`src/rtl/adc_sched_pkg.sv`:
```
// Shared types and constants for the ADC sample scheduler.
package adc_sched_pkg;

  localparam int unsigned ADC_W = 12;
  localparam int unsigned ID_W  = 3;

  typedef enum logic [2:0] {
    StIdle,
    StStart,
    StWaitHi,
    StWaitLo,
    StDone
  } sched_state_e;

endpackage

```
`src/rtl/rr_arbiter.sv`:
```
// Combinational round-robin arbiter: grants the first request at or after ptr_i, wrapping.
module rr_arbiter
  import adc_sched_pkg::*;
#(
  parameter int unsigned NReq = 4
) (
  input  logic [NReq-1:0] req_i,
  input  logic [ID_W-1:0] ptr_i,
  output logic [NReq-1:0] gnt_o,
  output logic [ID_W-1:0] idx_o,
  output logic            valid_o
);

  // Scan from the pointer upward; the first hit wins.
  always_comb begin
    int unsigned j;
    j       = 0;
    gnt_o   = '0;
    idx_o   = '0;
    valid_o = 1'b0;
    for (int unsigned i = 0; i < NReq; i++) begin
      j = (32'(ptr_i) + i) % NReq;
      if (!valid_o && req_i[j]) begin
        valid_o  = 1'b1;
        gnt_o[j] = 1'b1;
        idx_o    = ID_W'(j);
      end
    end
  end

endmodule

```
`src/rtl/adc_sample_scheduler.sv`:
```
// Sequences the shared serial ADC driver between NREQ requesters and a periodic timer.
// Optional busy-wait timeout is built when ADC_SCHED_TIMEOUT_EN is defined.
module adc_sample_scheduler
  import adc_sched_pkg::*;
#(
  parameter int unsigned NREQ    = 4,
  parameter int unsigned PER_W   = 16,
  parameter int unsigned TMO_CYC = 255
) (
  input  logic             clk,
  input  logic             rst_n,
  input  logic [NREQ-1:0]  req,
  output logic [NREQ-1:0]  ack,
  input  logic             per_en,
  input  logic [PER_W-1:0] per_period,
  output logic             rsp_valid,
  output logic [ADC_W-1:0] rsp_data,
  output logic [ID_W-1:0]  rsp_id,
  output logic             rsp_per,
  output logic             rsp_err,
  output logic             adc_en,
  input  logic             adc_busy,
  input  logic [ADC_W-1:0] adc_data,
  output logic             sched_busy
);

  if (NREQ < 1 || NREQ > 8 || TMO_CYC < 1) begin : g_param_check
    $error("adc_sample_scheduler: parameter out of range");
  end

  sched_state_e     state_q, state_d;
  logic             win_per_q, win_per_d;
  logic [ID_W-1:0]  win_idx_q, win_idx_d;
  logic [NREQ-1:0]  win_oh_q, win_oh_d;
  logic [ID_W-1:0]  rr_ptr_q, rr_ptr_d;
  logic [PER_W-1:0] per_cnt_q;
  logic             per_pend_q;
  logic [ADC_W-1:0] rsp_data_q, rsp_data_d;
  logic [ID_W-1:0]  rsp_id_q, rsp_id_d;
  logic             rsp_per_q, rsp_per_d;
  logic             rsp_err_q, rsp_err_d;
  logic             per_clr;
  logic             tmo_hit;

  logic [NREQ-1:0]  arb_gnt;
  logic [ID_W-1:0]  arb_idx;
  logic             arb_valid;

  rr_arbiter #(
    .NReq (NREQ)
  ) u_arb (
    .req_i   (req),
    .ptr_i   (rr_ptr_q),
    .gnt_o   (arb_gnt),
    .idx_o   (arb_idx),
    .valid_o (arb_valid)
  );

  assign per_clr = (state_q == StDone) && win_per_q;

  // Period timer: a tick arriving while a slot is already pending is dropped.
  always_ff @(posedge clk or negedge rst_n) begin
    if (!rst_n) begin
      per_cnt_q  <= '0;
      per_pend_q <= 1'b0;
    end else if (!per_en) begin
      per_cnt_q  <= '0;
      per_pend_q <= 1'b0;
    end else begin
      if (per_cnt_q == per_period) begin
        per_cnt_q <= '0;
      end else begin
        per_cnt_q <= per_cnt_q + 1'b1;
      end
      if (per_clr) begin
        per_pend_q <= 1'b0;
      end else if (per_cnt_q == per_period) begin
        per_pend_q <= 1'b1;
      end
    end
  end

`ifdef ADC_SCHED_TIMEOUT_EN
  localparam int unsigned TmoW = $clog2(TMO_CYC + 1);
  logic [TmoW-1:0] tmo_cnt_q;

  // Counts cycles spent waiting on the driver; cleared in every other state.
  always_ff @(posedge clk or negedge rst_n) begin
    if (!rst_n) begin
      tmo_cnt_q <= '0;
    end else if (state_q == StWaitHi || state_q == StWaitLo) begin
      tmo_cnt_q <= tmo_cnt_q + 1'b1;
    end else begin
      tmo_cnt_q <= '0;
    end
  end

  assign tmo_hit = (tmo_cnt_q == TmoW'(TMO_CYC - 1));
`else
  assign tmo_hit = 1'b0;
`endif

  // FSM and response-register state.
  always_ff @(posedge clk or negedge rst_n) begin
    if (!rst_n) begin
      state_q    <= StIdle;
      win_per_q  <= 1'b0;
      win_idx_q  <= '0;
      win_oh_q   <= '0;
      rr_ptr_q   <= '0;
      rsp_data_q <= '0;
      rsp_id_q   <= '0;
      rsp_per_q  <= 1'b0;
      rsp_err_q  <= 1'b0;
    end else begin
      state_q    <= state_d;
      win_per_q  <= win_per_d;
      win_idx_q  <= win_idx_d;
      win_oh_q   <= win_oh_d;
      rr_ptr_q   <= rr_ptr_d;
      rsp_data_q <= rsp_data_d;
      rsp_id_q   <= rsp_id_d;
      rsp_per_q  <= rsp_per_d;
      rsp_err_q  <= rsp_err_d;
    end
  end

  // Next-state: arbitrate in idle, pulse the driver, track busy, publish on completion.
  always_comb begin
    state_d    = state_q;
    win_per_d  = win_per_q;
    win_idx_d  = win_idx_q;
    win_oh_d   = win_oh_q;
    rr_ptr_d   = rr_ptr_q;
    rsp_data_d = rsp_data_q;
    rsp_id_d   = rsp_id_q;
    rsp_per_d  = rsp_per_q;
    rsp_err_d  = rsp_err_q;
    unique case (state_q)
      StIdle: begin
        if (per_pend_q) begin
          win_per_d = 1'b1;
          win_idx_d = '0;
          win_oh_d  = '0;
          state_d   = StStart;
        end else if (arb_valid) begin
          win_per_d = 1'b0;
          win_idx_d = arb_idx;
          win_oh_d  = arb_gnt;
          state_d   = StStart;
        end
      end
      StStart: state_d = StWaitHi;
      StWaitHi: begin
        if (tmo_hit) begin
          rsp_data_d = '0;
          rsp_err_d  = 1'b1;
          rsp_id_d   = win_idx_q;
          rsp_per_d  = win_per_q;
          state_d    = StDone;
        end else if (adc_busy) begin
          state_d = StWaitLo;
        end
      end
      StWaitLo: begin
        if (tmo_hit) begin
          rsp_data_d = '0;
          rsp_err_d  = 1'b1;
          rsp_id_d   = win_idx_q;
          rsp_per_d  = win_per_q;
          state_d    = StDone;
        end else if (!adc_busy) begin
          rsp_data_d = adc_data;
          rsp_err_d  = 1'b0;
          rsp_id_d   = win_idx_q;
          rsp_per_d  = win_per_q;
          state_d    = StDone;
        end
      end
      StDone: begin
        state_d = StIdle;
        if (!win_per_q) begin
          rr_ptr_d = (win_idx_q == ID_W'(NREQ - 1)) ? '0 : win_idx_q + 1'b1;
        end
      end
      default: state_d = StIdle;
    endcase
  end

  assign adc_en     = (state_q == StStart);
  assign rsp_valid  = (state_q == StDone);
  assign ack        = (state_q == StDone && !win_per_q) ? win_oh_q : '0;
  assign sched_busy = (state_q != StIdle);
  assign rsp_data   = rsp_data_q;
  assign rsp_id     = rsp_id_q;
  assign rsp_per    = rsp_per_q;
  assign rsp_err    = rsp_err_q;

endmodule
```
`config.mk`:
```
export PLATFORM = sky130hd
export DESIGN_NAME = adc_sample_scheduler
export DESIGN_NICKNAME = d
export VERILOG_FILES = /design/src/rtl/adc_sched_pkg.sv /design/src/rtl/rr_arbiter.sv /design/src/rtl/adc_sample_scheduler.sv
export SDC_FILE = /design/constraint.sdc
export NUM_CORES = 1
export LEC_CHECK = 0
export CAP_MARGIN = 5
export CORE_MARGIN = 2
export CORE_UTILIZATION = 47
export DETAILED_ROUTE_END_ITERATION = 7
export MAX_ROUTING_LAYER = met4
export PLACE_DENSITY_LB_ADDON = 0.12
export RECOVER_POWER = 25
export SYNTH_ARGS = -nofsm -noshare
export SYNTH_HDL_FRONTEND = slang
export SYNTH_SLANG_ARGS = --single-unit
```
`constraint.sdc`:
```
create_clock -name clk -period 3.3 [get_ports clk]
set_input_delay 0.66 -clock clk [delete_from_list [all_inputs] [get_ports clk]]
set_output_delay 0.66 -clock clk [all_outputs]
set_load 0.05 [all_outputs]
```
Word-level counts from Yosys, hierarchy flattened:

Index checks and enable logic that the tools add are counted.

* $add $sub $neg: 5
* order comparisons: 8
* equal/unequal tests: 10
* muxes and demuxes: 46
* bitwise logic cells: 5
* reduce and logical (&&, ||, !) cells: 20

Operators with widths (number)
* 2-to-1 mux 16 bit: 2
* 2-to-1 mux 4 bit: 7
* 2-to-1 mux 3 bit: 9
* 2-to-1 mux 1 bit: 17
* adder 16 x 1 -> 16 bit (second input constant): 1
* == test 16 bit: 1
* less-than comparator 2 x 3 -> 1 bit (second input constant): 4
* OR 4 bit: 3
* case mux 3 bit (4 select lines): 1
* == test 3 x 2 -> 1 bit (second input constant): 3
* logical AND 1 bit: 9
* binary-select mux 1 bit (select 2 bit): 4
* demux 1 bit (select 2 bit): 4
* greater-or-equal comparator 2 x 1 -> 1 bit (second input constant): 4
* AND reduction 2 bit: 3
* adder 2 x 1 -> 2 bit (second input constant): 2
* adder 2 bit (second input constant): 2
* logical NOT 1 bit: 4
* 2-to-1 mux 2 bit: 2
* != test 2 bit (second input constant): 2
* == test 3 x 1 -> 1 bit (second input constant): 1
* == test 3 bit (second input constant): 1
* logical NOT 3 bit: 1
* != test 3 x 1 -> 1 bit (second input constant): 1
* other kinds (5): 6

* bits in registers: 46
* input bits: 36
* output and inout bits: 24
* logic and storage cells: 104

Depth between registers and ports, before layout:

Gate-level depths: netlist of the first run.

* word-level depth: 15
* depth in mapped cells: 11
* mapped depth without buffers: 8

By module:

Synthesis of the first run repeated with hierarchy kept, for this count alone.

* cell total of the unflattened synthesis: 253
* area, all modules: 2673.8 µm²

Modules (own cells, without submodules)
* adc_sample_scheduler: instances 1, cells an instance 206, area each 2240.9 µm², seq. area each 1176.1 µm²
* rr_arbiter: instances 1, cells an instance 47, area each 432.9 µm², seq. area each 0.0 µm²

Least setup slack after synthesis of the first run:

Ideal clock, no wire load.

* kind: reg-to-reg
* start: reg rr_ptr_q[0]
* end: reg win_oh_q[0]
* library setup time: 124 ps
* arrival: 2361 ps
* data required time: 3176 ps
* path slack: 815 ps
* stages on the path, launching flop included: 11
* path buffers: 3
* period minus slack after synthesis: 2485 ps
* cells stage by stage: dfrtp_1 > buf_4 > buf_2 > inv_1 > ha_1 > clkbuf_1 > mux4_2 > a22oi_1 > nand2_1 > o211ai_1 > nand2_1

* longest elaborated chain between the ends: 14
* elaborated cells on any way between the ends: 52
* classes of those cells: 3 x add/sub; 8 x order compare; 26 x mux; 3 x bitwise; 12 x reduce/logical

RTL lines
* start, declared: RTL line adc_sample_scheduler.sv:35 `logic [ID_W-1:0] rr_ptr_q, rr_ptr_d;`
* start signal, assigned: RTL line adc_sample_scheduler.sv:120 `rr_ptr_q <= rr_ptr_d;`
* parallel branches: the longest is 14 deep, another holds less-than comparator 2 x 3 -> 1 bit
* end signal, assigned: RTL line adc_sample_scheduler.sv:119 `win_oh_q <= win_oh_d;`
* end, declared: RTL line adc_sample_scheduler.sv:34 `logic [NREQ-1:0] win_oh_q, win_oh_d;`

Parallel ways; which one is timed is not known. The select of a mux whose other input is x is not followed.
A chain may end at the register's enable or synchronous reset.

Final worst setup path of the first run:

* start: reg state_q[0]
* end: out ack[1]

* longest elaborated chain between the ends: 3

RTL lines
* start, declared: RTL line adc_sample_scheduler.sv:31 `sched_state_e state_q, state_d;`
* start signal, assigned: RTL line adc_sample_scheduler.sv:106 `state_q <= StIdle;`
* start signal, assigned: RTL line adc_sample_scheduler.sv:116 `state_q <= state_d;`
* == test 3 bit: RTL line adc_sample_scheduler.sv:192 `assign ack = (state_q == StDone && !win_per_q) ? win_oh_q : '0;`
* logical AND 1 bit: RTL line adc_sample_scheduler.sv:192
* 2-to-1 mux 4 bit: RTL line adc_sample_scheduler.sv:192
* end, declared: RTL line adc_sample_scheduler.sv:13 `output logic [NREQ-1:0] ack,`

No other way between the ends.

==> results of run 1 <==
## power groups by stage
stage | registers (mW) | logic, mW | clock network, mW
detailed placement | 0.816 | 1.33 | 0
global placement | 0.809 | 1.31 | 0
CTS | 0.806 | 1.34 | 0.352
floorplan | 1.09 | 0.657 | 0
global route | 0.826 | 1.43 | 0.374
finish | 0.807 | 1.33 | 0.344
## how the worst max path moves through the flow
stage,startpoint,end,slack (ns),cells past startpoint
after floorplan,rr_ptr_q[0],win_oh_q[0],0.82,10
after global placement,state_q[0],ack[1],0.69,5
after detailed placement,req[0],win_idx_q[0],0.64,6
after CTS,state_q[0],ack[1],0.33,5
after global routing,state_q[0],ack[2],0.16,5
final,state_q[0],ack[1],0.33,5
## area by class of cell
type                       count  area [um^2]
timing repair buffer          60          587
inverter                      10         37.5
sequential                    44         1100
multi-input combinational    197         1420
fill                         507         2150
clock buffer                   5         68.8
clock inverter                 3         18.8
tap                           72         90.1
## kinds of logic after synthesis
family	count (synthesis)
multiplexers	18
other	1
adder cells (fa/ha/maj)	10
buffers and inverters	23
AO/OA/AOI/OAI	42
flip-flops	44
AND/OR/NAND/NOR	97
XOR/XNOR	28
## synthesized netlist by cell type (4+ instances only)
| cell type | number |
|---|---|
| sky130_fd_sc_hd__buf_2 | 5 |
| sky130_fd_sc_hd__buf_4 | 4 |
| sky130_fd_sc_hd__a32oi_1 | 4 |
| sky130_fd_sc_hd__dfrtp_1 | 44 |
| sky130_fd_sc_hd__xor2_1 | 25 |
| sky130_fd_sc_hd__o211ai_1 | 6 |
| sky130_fd_sc_hd__ha_1 | 10 |
| sky130_fd_sc_hd__nor2_1 | 26 |
| sky130_fd_sc_hd__nand2_1 | 28 |
| sky130_fd_sc_hd__inv_1 | 10 |
| sky130_fd_sc_hd__nor4_1 | 5 |
| sky130_fd_sc_hd__mux2_2 | 15 |
| sky130_fd_sc_hd__a21oi_1 | 6 |
| sky130_fd_sc_hd__o21ai_0 | 9 |
| sky130_fd_sc_hd__nor3_1 | 6 |
| sky130_fd_sc_hd__nand3_1 | 5 |
| sky130_fd_sc_hd__nand4_1 | 5 |
## state kept, by name (all words and copies together) (netlist names)
name and count:
win_oh_q 4, rr_ptr_q 2, rsp_id 2, win_per_q 1, win_idx_q 2, rsp_per 1, per_pend_q 1, state_q 3
per_cnt_q 16, rsp_data 12
## worst min-delay path, delay by kind of cell, from the launching register on
kind | cells | cell delay [ns]
simple gates | 1 | 0.06
compound gates | 1 | 0.06
flops | 1 | 0.36
## through the flow
stage | power [mW] | hold WS [ns] | setup WS (ns) | util (%) | instances
3_5_place_dp | 2.15 | 0.484 | 0.640 | 59.2 | 383
6_report | 2.48 | 0.505 | 0.333 | 60.7 | 391
4_1_cts | 2.50 | 0.507 | 0.327 | 60.8 | 391
2_1_floorplan | 1.75 | 0.364 | 0.815 | - | 264
3_3_place_gp | 2.12 | 0.488 | 0.694 | 59.2 | 383
5_1_grt | 2.63 | 0.524 | 0.163 | 60.7 | 391
## routing by layer
layer | part of all wire, % | up-vias
met3 | 4.6 | 5
met2 | 45 | 53
li1 | - | 1034
met1 | 50 | 990
met4 | 0.93 | 0
met5 | 0 | -
==> flow_metrics.env, run 1 <==
export IMPL_outcome="finished with violations"
export IMPL_violated_checks="capacitance limit, slew limit"
export IMPL_netlist_area_um2=2640
export IMPL_tritoncts_num_buffers=5
export IMPL_cp_slowest_stage_delay_ns=0.81
export IMPL_core_region_area_um2=5470
export IMPL_reg2reg_from="rr_ptr_q[1]"
export IMPL_max_slew_margin_pct=-56.0
export IMPL_seq_area_frac_synth_pct=41.7
export IMPL_syn_mean_instance_area_um2=10.0
export IMPL_reg_to_reg_end="win_oh_q[3]"
export IMPL_clock_latency_at_the_later_pin_of_the_worst_skew_pair_ns=0.30
export IMPL_synthXorXnorAreaFrac_pct=9.28
export IMPL_sw_frac_of_total_pct=45.2
export IMPL_ir_worst_vdd_mv=0.526
export IMPL_post_synthesis_compound_gate_area_fraction_pct=11.6
export IMPL_postCtsSetupBuffers=0
export IMPL_min_to="win_oh_q[2]"
export IMPL_synth_edff_count=0
export IMPL_cp_num_buf_inv=1
export IMPL_worst_pin_slew_ns=2.34
export IMPL_num_vias=2082
export IMPL_netSwitchingPower_mw=1.12
export IMPL_clkSinkCount=44
export IMPL_final_common_cell="sky130_fd_sc_hd__clkdlybuf4s50_1"
export IMPL_synth_simple_area_share_pct=19.5
export IMPL_cts_path_max_buffers=2
export IMPL_globalRouteMet3Util_pct=3.86
export IMPL_clkSlewWorstSetupHoldPaths_ns=0.09
export IMPL_worstPathMaxFanout=7
export IMPL_layout_worst_path_cycle_share_pct=89.9
export IMPL_fmax_mhz=337
export IMPL_grtUsageMet1_pct=25.7
export IMPL_floorplan_rows=27
export IMPL_register_to_register_path_setup_slack_ns=0.66
export IMPL_seqPwrFrac_pct=32.5
export IMPL_synth_cell_types=51
export IMPL_drtPass1Iterations=4
export IMPL_num_nets_final=364
export IMPL_hpwl_mm=4.12
export IMPL_chipWidth_um=79.0
export IMPL_globalplace_congestion=0.797
export IMPL_p_per_area_nw_per_um2=747
export IMPL_grt_antenna_before_repair=0
export IMPL_synthAdderAreaFrac_pct=4.74
export IMPL_crit_path_top_delay_cell="sky130_fd_sc_hd__clkdlybuf4s50_1"
export IMPL_synth_top_family_by_area="simple AND/OR/NAND/NOR gates"
export IMPL_synth_cells=263
export IMPL_dieHeight_um=79.0
export IMPL_ios=60
export IMPL_synth_ff_type="sky130_fd_sc_hd__dfrtp_1"
export IMPL_final_count_of_hold_timing_violations=0
export IMPL_timing_hold_worst_path_depth=2
export IMPL_antenna_cells_inserted=0
export IMPL_timing_max_transition_violations_final=45
export IMPL_power_leakage_nw=1.42
export IMPL_synth_top_area_share_pct=41.7
export IMPL_synth_seq_cells=44
export IMPL_grt_overflow_total=0
export IMPL_worst_clock_skew_on_the_final_layout_ns=0.00585
export IMPL_timing_max_cap_violations=1
export IMPL_final_antenna_net_count=0
export IMPL_critical_path_cell_sequence="nor2_1 -> nand2_1 -> nor2_1 -> and2_1 -> clkdlybuf4s50_1"
export IMPL_ys_warn_count=0
export IMPL_cts_root_buffer="sky130_fd_sc_hd__clkbuf_8"
export IMPL_synth_top_area_cell="sky130_fd_sc_hd__dfrtp_1"
export IMPL_internal_power_mw=1.36
export IMPL_viasPerCell=5.32
export IMPL_grt_pass1_wl_mm=9.16
export IMPL_globalRoute_busiestLayer="met2"
export IMPL_grt_use_met2_pct=29.6
export IMPL_port_buffers=57
export IMPL_r2r_worst_path_cells=7
export IMPL_finalSetupTns_ns=0
export IMPL_cts_hold_buf=0
export IMPL_cts_repair_resized=0
export IMPL_endpoint_kind="primary output"
export IMPL_placement_cell_area_um2=3240
export IMPL_cts_tree="done"
export IMPL_cp_data_arrival_time_ns=2.31
export IMPL_power_combinational_fraction_pct=53.7
export IMPL_htree_num_levels=2
export IMPL_clockPowerShare_pct=13.8
export IMPL_worst_min_delay_path_category="reg2reg"
export IMPL_initial_core_util_pct=48.3
export IMPL_critPathTopFamily="buffers and inverters"
export IMPL_worst_hold_startpoint="win_oh_q[2]"
export IMPL_final_min_clock_period_ns=2.97
export IMPL_grt_use_total_pct=19.1
export IMPL_setup_violators_final=0
export IMPL_timing_critical_path_mode_cell="sky130_fd_sc_hd__nor2_1"
export IMPL_grt_max_degree=45
export IMPL_worst_ep_required_time_ns=2.64
export IMPL_synth_async_reset_ratio_pct=100
export IMPL_wl_per_cell_um=14.3
export IMPL_final_cell_mix="55 x sky130_fd_sc_hd__clkdlybuf4s50_1, 44 x sky130_fd_sc_hd__dfrtp_1, 28 x sky130_fd_sc_hd__nand2_1, 26 x sky130_fd_sc_hd__nor2_1, 25 x sky130_fd_sc_hd__xor2_1"
export IMPL_area_delta_synth_final_pct=25.9
export IMPL_synth_mux_area_fraction_pct=8.48
export IMPL_via_count_of_the_first_global_routing_pass=1955
export IMPL_setup_worst_path_class="reg2out"
export IMPL_synth_area_top_cells="sky130_fd_sc_hd__dfrtp_1 42%, sky130_fd_sc_hd__xor2_1 8.3%, sky130_fd_sc_hd__mux2_2 6.4%, sky130_fd_sc_hd__ha_1 4.7%, sky130_fd_sc_hd__nand2_1 4.0%"
export IMPL_drt_initial_drc_count=66
export IMPL_die_area_um2=6240
export IMPL_layout_drive_gt1_share_pct=12.9
export IMPL_startpoint_type="flip-flop"
export IMPL_route_detailed_drc=0
export IMPL_setup_repair_after_global_routing_missed_its_margin="no"
export IMPL_final_cell_area_um2=3320
export IMPL_finalWirelength_mm=5.59
Power figures use the tool's default switching activity.
==> run 2: changes to the inputs <==
HOLD_SLACK_MARGIN = 0.06   (was default)
==> results of run 2 <==
Same layout as run 1: the final DEF is identical, and so are final timing and power.
==> run 3: changes to the inputs <==
SYNTH_HIERARCHICAL = 1   (was default)
==> run 3 against run 2 <==
Against the previous run: cell count shrank 2.8%; worst setup slack got worse by 0.070 ns; critical path type unchanged; the flow still finishes with violations (capacitance limit, slew limit); critical path depth did not move; largest power group unchanged.
==> flow_metrics.env, run 3 <==
export IMPL_cp_data_arrival_time_ns=2.38
export IMPL_ir_worst_vdd_mv=0.536
export IMPL_globalRoute_busiestLayer="met2"
export IMPL_endpoint_kind="primary output"
export IMPL_outcome="finished with violations"
export IMPL_floorplan_rows=27
export IMPL_critical_path_cell_sequence="nor2_1 -> and2_1 -> nor2b_1 -> and2_1 -> clkdlybuf4s50_1"
export IMPL_worst_ep_required_time_ns=2.64
export IMPL_via_count_of_the_first_global_routing_pass=1858
export IMPL_timing_max_cap_violations=1
export IMPL_r2r_worst_path_cells=8
export IMPL_setup_repair_after_global_routing_missed_its_margin="no"
export IMPL_timing_max_transition_violations_final=47
export IMPL_critPathCapture="ack[2]"
export IMPL_final_cell_area_um2=3340
export IMPL_final_cell_mix="56 x sky130_fd_sc_hd__clkdlybuf4s50_1, 46 x sky130_fd_sc_hd__dfrtp_1, 26 x sky130_fd_sc_hd__xnor2_1, 26 x sky130_fd_sc_hd__nand2_1, 22 x sky130_fd_sc_hd__nor2_1"
export IMPL_area_delta_synth_final_pct=26.7
export IMPL_viasPerCell=5.22
export IMPL_grt_use_total_pct=18.4
export IMPL_grt_max_degree=47
export IMPL_placement_cell_area_um2=3250
export IMPL_grt_overflow_total=0
export IMPL_port_buffers=58
export IMPL_final_core_util_pct=61.0
export IMPL_antenna_cells_inserted=0
export IMPL_finalWirelength_mm=5.12
export IMPL_largest_register_ffs=16
export IMPL_globalRouteMet3Util_pct=4.43
export IMPL_synth_cells=249
export IMPL_finalSetupTns_ns=0
export IMPL_cts_repair_resized=0
export IMPL_fmax_mhz=329
export IMPL_register_to_register_path_setup_slack_ns=0.77
export IMPL_cp_slowest_stage_delay_ns=0.79
export IMPL_timing_critical_path_mode_cell="sky130_fd_sc_hd__and2_1"
export IMPL_layout_worst_path_cycle_share_pct=92.0
export IMPL_final_min_clock_period_ns=3.04
export IMPL_p_total_mw=2.55
export IMPL_ys_warn_count=6
export IMPL_registers_top_by_ff_count="per_cnt_q"
export IMPL_htree_num_levels=2
export IMPL_hpwl_mm=3.89
export IMPL_final_count_of_hold_timing_violations=0
export IMPL_core_region_area_um2=5470
export IMPL_initial_core_util_pct=48.1
export IMPL_clkSinkCount=46
export IMPL_clkSlewWorstSetupHoldPaths_ns=0.08
export IMPL_setup_worst_path_class="reg2out"
export IMPL_postCtsSetupBuffers=0
export IMPL_violated_checks="capacitance limit, slew limit"
export IMPL_route_detailed_drc=0
export IMPL_drtPass1Iterations=4
export IMPL_worst_min_delay_path_category="reg2reg"
export IMPL_layout_drive_gt1_share_pct=12.7
export IMPL_wl_per_cell_um=13.5
export IMPL_cts_root_buffer="sky130_fd_sc_hd__clkbuf_8"
export IMPL_grtUsageMet1_pct=25.4
export IMPL_cts_tree="done"
export IMPL_clock_latency_at_the_later_pin_of_the_worst_skew_pair_ns=0.29
export IMPL_worst_hold_startpoint="win_oh_q[1]"
export IMPL_filler_cell_count=485
export IMPL_crit_path_top_delay_cell="sky130_fd_sc_hd__clkdlybuf4s50_1"
export IMPL_final_common_cell="sky130_fd_sc_hd__clkdlybuf4s50_1"
export IMPL_finalWorstSetupSlack_ns=0.263
export IMPL_ios=60
export IMPL_drt_initial_drc_count=83
export IMPL_dieHeight_um=78.9
export IMPL_worst_pin_slew_ns=2.39
export IMPL_cts_hold_buf=0
export IMPL_worstPathMaxFanout=5
export IMPL_setup_worst_path_start="state_q[1]"
export IMPL_sequential_cell_area_um2=1150
export IMPL_combined_area_of_the_multi_input_logic_cells_um2=1360
export IMPL_setup_violators_final=0
export IMPL_die_area_um2=6220
export IMPL_reg_to_reg_end="win_idx_q[0]"
export IMPL_netlist_area_um2=2630
export IMPL_pre_cts_slack_ns=0.426
export IMPL_tritoncts_num_buffers=5
export IMPL_globalplace_congestion=0.842
export IMPL_syn_mean_instance_area_um2=10.6
export IMPL_power_leakage_nw=1.34
export IMPL_cts_path_max_buffers=2
export IMPL_num_nets_final=352
export IMPL_synthesis_nets=292
export IMPL_startpoint_type="flip-flop"
export IMPL_chipWidth_um=78.9
export IMPL_critPathTopFamily="simple AND/OR/NAND/NOR gates"
export IMPL_critical_path_depth=5
export IMPL_num_vias=1985
export IMPL_final_antenna_net_count=0
export IMPL_grt_antenna_before_repair=0
export IMPL_worst_clock_skew_on_the_final_layout_ns=0.00563
export IMPL_max_slew_margin_pct=-59.7
export IMPL_cp_num_buf_inv=1
export IMPL_grt_pass1_wl_mm=8.76
export IMPL_p_per_area_nw_per_um2=764
export IMPL_grt_use_met2_pct=27.8
export IMPL_reg2reg_from="rr_ptr_q[1]"
run 3: area by class of cell:
class,count,area share [%]
inverter,9,1.01
multi-input combinational,183,40.7
clock buffer,6,2.48
timing repair buffer,64,18.6
tap,72,2.70
sequential,46,34.5
run 3: tightest hold or removal path, stage by stage, from the launching register on:
cell,delay [ns]
sky130_fd_sc_hd__dfrtp_1,0.34
sky130_fd_sc_hd__nand2_1,0.04
sky130_fd_sc_hd__o21ai_0,0.06
run 3: power by group:
| group | leakage, nW | total (mW) | switching (mW) | internal (mW) |
|---|---|---|---|---|
| sequential | 0.597 | 0.828 | 0.106 | 0.722 |
| clock | 0.0431 | 0.332 | 0.170 | 0.162 |
| combinational | 0.698 | 1.39 | 0.820 | 0.569 |
run 3: through the flow:
step,cells,hold WS (ns)
3_5_place_dp,374,0.463
4_1_cts,380,0.481
3_3_place_gp,374,0.460
5_1_grt,380,0.510
6_report,380,0.477
2_1_floorplan,249,0.364
run 3: worst min-delay path by stage:
stage | cells past startpoint | slack [ns] | to
after floorplan | 0 | 0.36 | per_cnt_q[0]
after global placement | 2 | 0.46 | win_oh_q[3]
after detailed placement | 2 | 0.46 | win_oh_q[1]
after CTS | 2 | 0.48 | win_oh_q[1]
after global routing | 2 | 0.51 | win_oh_q[0]
final | 2 | 0.48 | win_oh_q[1]
run 3: layer usage:
| metal | wire (um) | up-vias | share of wire (%) |
|---|---|---|---|
| li1 | - | 986 | - |
| met1 | 2410 | 945 | 47 |
| met2 | 2390 | 49 | 47 |
| met3 | 262 | 5 | 5.1 |
| met4 | 54 | 0 | 1.1 |
| met5 | 0 | - | 0 |
